==> src/rtl/uart_req_scheduler.sv <==
// Two-requester frame scheduler for a shared UART TX core with ack, timeout and retry.
// Define UART_SCHED_CHECKSUM_EN to append a checksum byte (byte1 ^ byte2 ^ 8'h5A) to each frame.
module uart_req_scheduler #(
    parameter int CLK_FREQ           = 25_000_000,
    parameter int ACK_TIMEOUT_CYCLES = CLK_FREQ / 10,
    parameter int MAX_RETRY          = 2
) (
    input  logic       clk,
    input  logic       rst_n,
    input  logic       a_valid,
    input  logic [7:0] a_byte1,
    input  logic [7:0] a_byte2,
    output logic       a_ready,
    output logic       a_done,
    output logic       a_err,
    input  logic       b_valid,
    input  logic [7:0] b_byte1,
    input  logic [7:0] b_byte2,
    output logic       b_ready,
    output logic       b_done,
    output logic       b_err,
    output logic       tx_start,
    output logic [7:0] tx_data,
    input  logic       tx_done,
    input  logic       ack_pulse,
    output logic       busy
);

`ifdef UART_SCHED_CHECKSUM_EN
    localparam int NBYTES = 3;
`else
    localparam int NBYTES = 2;
`endif
    localparam int TW = (ACK_TIMEOUT_CYCLES > 1) ? $clog2(ACK_TIMEOUT_CYCLES) : 1;
    localparam logic [TW-1:0] TMO_MAX   = TW'(ACK_TIMEOUT_CYCLES - 1);
    localparam logic [TW-1:0] TMO_ONE   = TW'(1);
    localparam logic [1:0]    LAST_IDX  = 2'(NBYTES - 1);
    localparam logic [2:0]    RETRY_MAX = 3'(MAX_RETRY);

    typedef enum logic [1:0] {
        IDLE,
        SEND,
        WAIT_TX,
        WAIT_ACK
    } state_e;

    state_e        state_q, state_d;
    logic          owner_q, owner_d;
    logic          last_q, last_d;
    logic [1:0]    idx_q, idx_d;
    logic [2:0]    retry_q, retry_d;
    logic [TW-1:0] tmo_q, tmo_d;
    logic [7:0]    b0_q, b0_d;
    logic [7:0]    b1_q, b1_d;
`ifdef UART_SCHED_CHECKSUM_EN
    logic [7:0]    ck_q, ck_d;
`endif
    logic          a_ready_q, a_ready_d;
    logic          a_done_q, a_done_d;
    logic          a_err_q, a_err_d;
    logic          b_ready_q, b_ready_d;
    logic          b_done_q, b_done_d;
    logic          b_err_q, b_err_d;

    // owner/last_grant encoding: 0 = A, 1 = B
    logic       grant_a;
    logic [7:0] sel1;
    logic [7:0] sel2;

    assign grant_a = a_valid & (~b_valid | last_q);
    assign sel1    = grant_a ? a_byte1 : b_byte1;
    assign sel2    = grant_a ? a_byte2 : b_byte2;

    always_comb begin
        state_d   = state_q;
        owner_d   = owner_q;
        last_d    = last_q;
        idx_d     = idx_q;
        retry_d   = retry_q;
        tmo_d     = tmo_q;
        b0_d      = b0_q;
        b1_d      = b1_q;
`ifdef UART_SCHED_CHECKSUM_EN
        ck_d      = ck_q;
`endif
        a_ready_d = 1'b0;
        a_done_d  = 1'b0;
        a_err_d   = 1'b0;
        b_ready_d = 1'b0;
        b_done_d  = 1'b0;
        b_err_d   = 1'b0;
        unique case (state_q)
            IDLE: begin
                if (a_valid || b_valid) begin
                    owner_d   = ~grant_a;
                    last_d    = ~grant_a;
                    a_ready_d = grant_a;
                    b_ready_d = ~grant_a;
                    b0_d      = sel1;
                    b1_d      = sel2;
`ifdef UART_SCHED_CHECKSUM_EN
                    ck_d      = sel1 ^ sel2 ^ 8'h5A;
`endif
                    idx_d     = 2'd0;
                    retry_d   = 3'd0;
                    state_d   = SEND;
                end
            end
            SEND: begin
                state_d = WAIT_TX;
            end
            WAIT_TX: begin
                if (tx_done) begin
                    if (idx_q < LAST_IDX) begin
                        idx_d   = idx_q + 2'd1;
                        state_d = SEND;
                    end else begin
                        tmo_d   = '0;
                        state_d = WAIT_ACK;
                    end
                end
            end
            WAIT_ACK: begin
                // ack takes priority over a timeout landing in the same cycle
                if (ack_pulse) begin
                    a_done_d = ~owner_q;
                    b_done_d = owner_q;
                    state_d  = IDLE;
                end else if (tmo_q == TMO_MAX) begin
                    if (retry_q < RETRY_MAX) begin
                        retry_d = retry_q + 3'd1;
                        idx_d   = 2'd0;
                        state_d = SEND;
                    end else begin
                        a_err_d = ~owner_q;
                        b_err_d = owner_q;
                        state_d = IDLE;
                    end
                end else begin
                    tmo_d = tmo_q + TMO_ONE;
                end
            end
            default: begin
                state_d = IDLE;
            end
        endcase
    end

    always_ff @(posedge clk or negedge rst_n) begin
        if (!rst_n) begin
            state_q   <= IDLE;
            owner_q   <= 1'b0;
            last_q    <= 1'b1;
            idx_q     <= 2'd0;
            retry_q   <= 3'd0;
            tmo_q     <= '0;
            b0_q      <= 8'h00;
            b1_q      <= 8'h00;
`ifdef UART_SCHED_CHECKSUM_EN
            ck_q      <= 8'h00;
`endif
            a_ready_q <= 1'b0;
            a_done_q  <= 1'b0;
            a_err_q   <= 1'b0;
            b_ready_q <= 1'b0;
            b_done_q  <= 1'b0;
            b_err_q   <= 1'b0;
        end else begin
            state_q   <= state_d;
            owner_q   <= owner_d;
            last_q    <= last_d;
            idx_q     <= idx_d;
            retry_q   <= retry_d;
            tmo_q     <= tmo_d;
            b0_q      <= b0_d;
            b1_q      <= b1_d;
`ifdef UART_SCHED_CHECKSUM_EN
            ck_q      <= ck_d;
`endif
            a_ready_q <= a_ready_d;
            a_done_q  <= a_done_d;
            a_err_q   <= a_err_d;
            b_ready_q <= b_ready_d;
            b_done_q  <= b_done_d;
            b_err_q   <= b_err_d;
        end
    end

    // idx only moves on entry to SEND, so tx_data holds between transmissions
    always_comb begin
        tx_data = 8'h00;
        case (idx_q)
            2'd0: tx_data = b0_q;
            2'd1: tx_data = b1_q;
`ifdef UART_SCHED_CHECKSUM_EN
            2'd2: tx_data = ck_q;
`endif
            default: tx_data = 8'h00;
        endcase
    end

    assign tx_start = (state_q == SEND);
    assign busy     = (state_q != IDLE);
    assign a_ready  = a_ready_q;
    assign a_done   = a_done_q;
    assign a_err    = a_err_q;
    assign b_ready  = b_ready_q;
    assign b_done   = b_done_q;
    assign b_err    = b_err_q;

endmodule

==> config.mk <==
export PLATFORM = sky130hd
export DESIGN_NAME = uart_req_scheduler
export DESIGN_NICKNAME = d
export VERILOG_FILES = /design/src/rtl/uart_req_scheduler.sv
export SDC_FILE = /design/constraint.sdc
export NUM_CORES = 1
export LEC_CHECK = 0
export BUFFER_PORTS_ARGS = -buffer_cell sky130_fd_sc_hd__buf_2
export CAP_MARGIN = 20
export CORE_UTILIZATION = 60
export DETAILED_ROUTE_END_ITERATION = 8
export PLACE_DENSITY_LB_ADDON = 0.05
export SKIP_LAST_GASP = 1
export SLEW_MARGIN = 40
export SYNTH_ARGS = -nofsm -noshare
export SYNTH_HDL_FRONTEND = slang
export SYNTH_SLANG_ARGS = --single-unit
==> constraint.sdc <==
create_clock -name clk -period 3.22 [get_ports clk]
set_clock_uncertainty 0.05 [all_clocks]
set_input_delay 0.322 -clock clk [delete_from_list [all_inputs] [get_ports clk]]
set_output_delay 0.322 -clock clk [all_outputs]
set_load 0.01 [all_outputs]
==> results.md <==
- The filler cells instantiated in the layout total 346.
- For the worst flop-to-flop path, the logic depth is 5.
- During placement, the flow inserted port buffers numbering 53.
- The Yosys step of the flow raised 0 warnings.
- Averaged over all synthesized cells, the footprint is 9.09 µm².
- The classification of the worst-slack hold path is input pin to flop.
- The dominant cell type by area after synthesis is sky130_fd_sc_hd__dfrtp_1.
- The total internal power is 1440 µW.
- The cell at the root of the clock tree is sky130_fd_sc_hd__clkbuf_8.
- The number of nets produced by synthesis is 360.
- In this run the biggest area consumer among cell types represents 45.2% of the synthesized area.
- The sequential area share after synthesis is 46.1%.
- After layout, the design draws a total of 2330 µW.
- The end of the worst hold path is a_err$_DFF_PN0_.
- The clock net in this run drives a total of 53 sinks.
- The category of the worst setup path launch point is a flop.
- The destination of the worst register-to-register timing path is idx_q[0]$_DFFE_PN0P_.
- The max-slew violation count is 0.
- The clock tree from TritonCTS is done.
- The peak supply drop is 0.433 mV.
- In this run the worst path has a maximum fanout of 17.
- Setup slack on the worst reg-to-reg path comes out at 0.63 ns.
- The net switching power figure is 894 µW.
- Buffers inserted to repair hold after CTS numbered 1.
- The worst setup path is of the flop to flop kind.
- Measured along the y axis, the die boundary spans 71.3 µm.
- The final reports fail on DRC.
- Synthesis produced 317 cells.
- The worst setup path is captured at a flop.
- The arrival time reported for the critical path endpoint is 2.73 ns.
- In this run the most critical hold path is launched from ack_pulse.
- The reg-to-reg startpoint is tmo_q[14]$_DFFE_PN0P_.
- Derived from the worst setup path, the maximum achievable clock frequency is 386 MHz.
- Of the total power, the clock network draws 19.7%.
- The total of cells resized after clock tree synthesis is 0.
- During I/O placement, the number of pins put on the boundary was 54.
- The power per standard cell area is 706 nW/µm².
- Relative to the synthesized area, the layout overhead comes to 14.7%.
- For the final routed database, the setup TNS stands at 0 ns.
- The die covers 5080 µm².
- After detailed routing, the number of remaining DRC violations is 2.
- Net switching is 38.3% of the power.
- The global-route wire length before repair is 11300 µm.
- Once the clock tree was built, the setup fixing pass inserted 0 buffers.
- The number of global-route vias before repair is 2390.
- The pin count of the biggest net entering global routing is 34.
- Detailed routing inserted a total of 2502 vias.
- Clock tree synthesis inserted a total of 5 buffers.
- The final critical path time including I/O delays and setup is 2.59 ns.
- The core region area is 4470 µm².
- The logic gate share of total power is 38.5%.
- The width of the die is 71.3 µm.
- The data required time of the critical path is 3.36 ns.
- After synthesis, the share of flip-flops with an asynchronous set or reset is 100%.
- Per report_power, the sequential group accounts for 41.8% of the total.
- The initial antenna violation count is 0.
- The worst slew margin relative to its limit is 53.7%.
- The flow ran to the end, but the final reports show violations.
- In the final routed layout, each cell accounts on average for 15.8 µm.
- The hold-critical path depth is 2.
- Synthesis inferred 53 register bits.
- After clock tree synthesis, the clock-pin slew on the worst setup and hold paths is 0.09 ns.
- Of the cells placed in the final design, the portion with a size suffix greater than 1 is 20.8%.
- The final design utilization is 73.8%.
- The clock passes through at most 2 buffers.
- The site row count is 24.
- The most instantiated flip-flop cell in the synthesis netlist is sky130_fd_sc_hd__dfrtp_1.
- The static leakage is 0.00156 µW.
- 0 antenna diodes ended up in the layout.
- Counting instances in the post-synthesis netlist gives the leading cell types as 52 x sky130_fd_sc_hd__dfrtp_1, 47 x sky130_fd_sc_hd__nand2_1, 35 x sky130_fd_sc_hd__o21ai_0.
- The detailed router's first-iteration violation count is 215.
- Yosys instantiated no cell more often than sky130_fd_sc_hd__dfrtp_1.
- The worst-margin pin slew is 0.691 ns.
- The H-tree generated during clock tree synthesis spans 2 levels.
- Routability-driven placement finished with a final weighted congestion of 0.942.
- By area the synthesized netlist is led by sky130_fd_sc_hd__dfrtp_1 45%, sky130_fd_sc_hd__mux2i_1 7.6%, sky130_fd_sc_hd__nand2_1 6.1%.
- The final number of hold-violating endpoints is 0.
- Setup repair after global routing left no endpoint under its margin.
- The number of flops mapped to enable cells by yosys is 0.
- The final-layout worst hold slack is 0.209 ns.
- The initial utilization of the core area, before any placement, comes to 64.4%.
- The first TritonRoute pass finished after 6 iterations.
- The netlist uses 46 different library cells.
- The total overflow reported by the global router is 0.
- After legalization and detailed placement, the total HPWL measured 4860 µm.
- The via-per-instance ratio is 5.99.
- The setup-violating endpoint count in the final report is 0.
- The overall routing resource usage is 28.6%.
- The part of the cycle the worst path needs is 80.4%.
- In this run the remaining antenna-violating nets after routing total 0.
- The cell area after technology mapping is 2880 µm².
- Setup slack closes at 0.631 ns.
- Max-cap violations in this run came to 0.
- At the placement stage, the worst setup path has a slack of 0.662 ns.
- The total number of nets in the final design is 408.
- At the later pin of the worst-skew pair, clock insertion delay measures 0.30 ns.
- Summed over all layers, the routed wires come to 6590 µm.
==> stage by stage <==
| step | cells | instance area [µm²] |
|---|---|---|
| finish | 418 | 3300 |
| detailed placement | 409 | 3180 |
| floorplan | 317 | 2880 |
| CTS | 418 | 3300 |
| global placement | 409 | 3170 |
| global route | 418 | 3300 |
==> cell type report <==
type                       count  area (µm²)  share of cell area (%)
sequential                    53        1330                    40.2
clock buffer                   7        86.3                    2.61
clock inverter                 1        30.0                   0.909
multi-input combinational    235        1440                    43.5
tap                           52        65.1                    1.97
timing repair buffer          60         320                    9.70
inverter                      10        37.5                    1.14
==> power groups by stage <==
stage	logic [µW]	clock network, µW	registers [µW]
finish	898	460	975
global route	999	496	1000
CTS	895	468	973
detailed placement	890	0	985
global placement	850	0	973
floorplan	664	0	916
==> metal layers <==
layer / vias up / track usage, % / wire [µm]
met2: 89 / 48.0 / 3200
met3: 6 / 5.06 / 414
met1: 1179 / 39.2 / 2920
met5: - / 0 / 0
li1: 1228 / - / -
met4: 0 / 6.44 / 53
==> worst max path at each step <==
| stage | from | to | slack [ns] | cells after the start |
|---|---|---|---|---|
| finish | tmo_q[14]$_DFFE_PN0P_ | idx_q[0]$_DFFE_PN0P_ | 0.63 | 5 |
| global route | tmo_q[14]$_DFFE_PN0P_ | idx_q[0]$_DFFE_PN0P_ | 0.55 | 5 |
| CTS | tmo_q[14]$_DFFE_PN0P_ | idx_q[0]$_DFFE_PN0P_ | 0.65 | 5 |
| detailed placement | tmo_q[14]$_DFFE_PN0P_ | idx_q[0]$_DFFE_PN0P_ | 0.66 | 5 |
| global placement | tmo_q[14]$_DFFE_PN0P_ | tmo_q[9]$_DFFE_PN0P_ | 0.77 | 6 |
| floorplan | tmo_q[0]$_DFFE_PN0P_ | retry_q[0]$_DFFE_PN0P_ | 1.08 | 6 |
==> flip-flops by register name, indices dropped and copies added (netlist names) <==
register  cells
b0_q          8
b_err         1
a_ready       1
a_done        1
state_q       2
a_err         1
last_q        1
b1_q          8
idx_q         2
owner_q       1
b_ready       1
retry_q       3
b_done        1
tmo_q        22
==> cell families (layout without fill, tap and decap cells) <==
group	after synthesis	in the layout	share of synthesized area, %
simple gates	129	129	21.9
mux	24	24	8.43
fa+ha+maj	5	5	2.17
buf+inv	29	78	4.56
flops	53	53	46.1
compound gates	77	77	16.9
==> worst max-delay path, cell delays in order, from the launching register on <==
cell                       delay, ns
sky130_fd_sc_hd__dfrtp_1        0.46
sky130_fd_sc_hd__or4b_1         0.56
sky130_fd_sc_hd__or4_4          0.49
sky130_fd_sc_hd__o21ai_4        0.43
sky130_fd_sc_hd__o211ai_1       0.24
sky130_fd_sc_hd__a22o_1         0.25
==> cell usage in the layout, fill, tap and decap left out, drive strengths merged, types with 2 or more instances in the layout <==
cell | synthesis | routed
buf | 6 | 59
dfrtp | 52 | 52
nand2 | 47 | 47
o21ai | 43 | 43
mux2i | 22 | 22
nor2 | 19 | 19
nor3 | 14 | 14
nand3 | 12 | 12
inv | 10 | 10
a21oi | 10 | 10
a22o | 9 | 9
nor4 | 7 | 7
nand4 | 7 | 7
clkbuf | 13 | 7
ha | 5 | 5
and3 | 4 | 4
o31ai | 4 | 4
nor2b | 3 | 3
o211ai | 3 | 3
or2 | 2 | 2
or3 | 2 | 2
and2 | 2 | 2
nor3b | 2 | 2
mux2 | 2 | 2
o22a | 2 | 2
nand2b | 2 | 2
or4 | 2 | 2
Power figures use the tool's default switching activity.
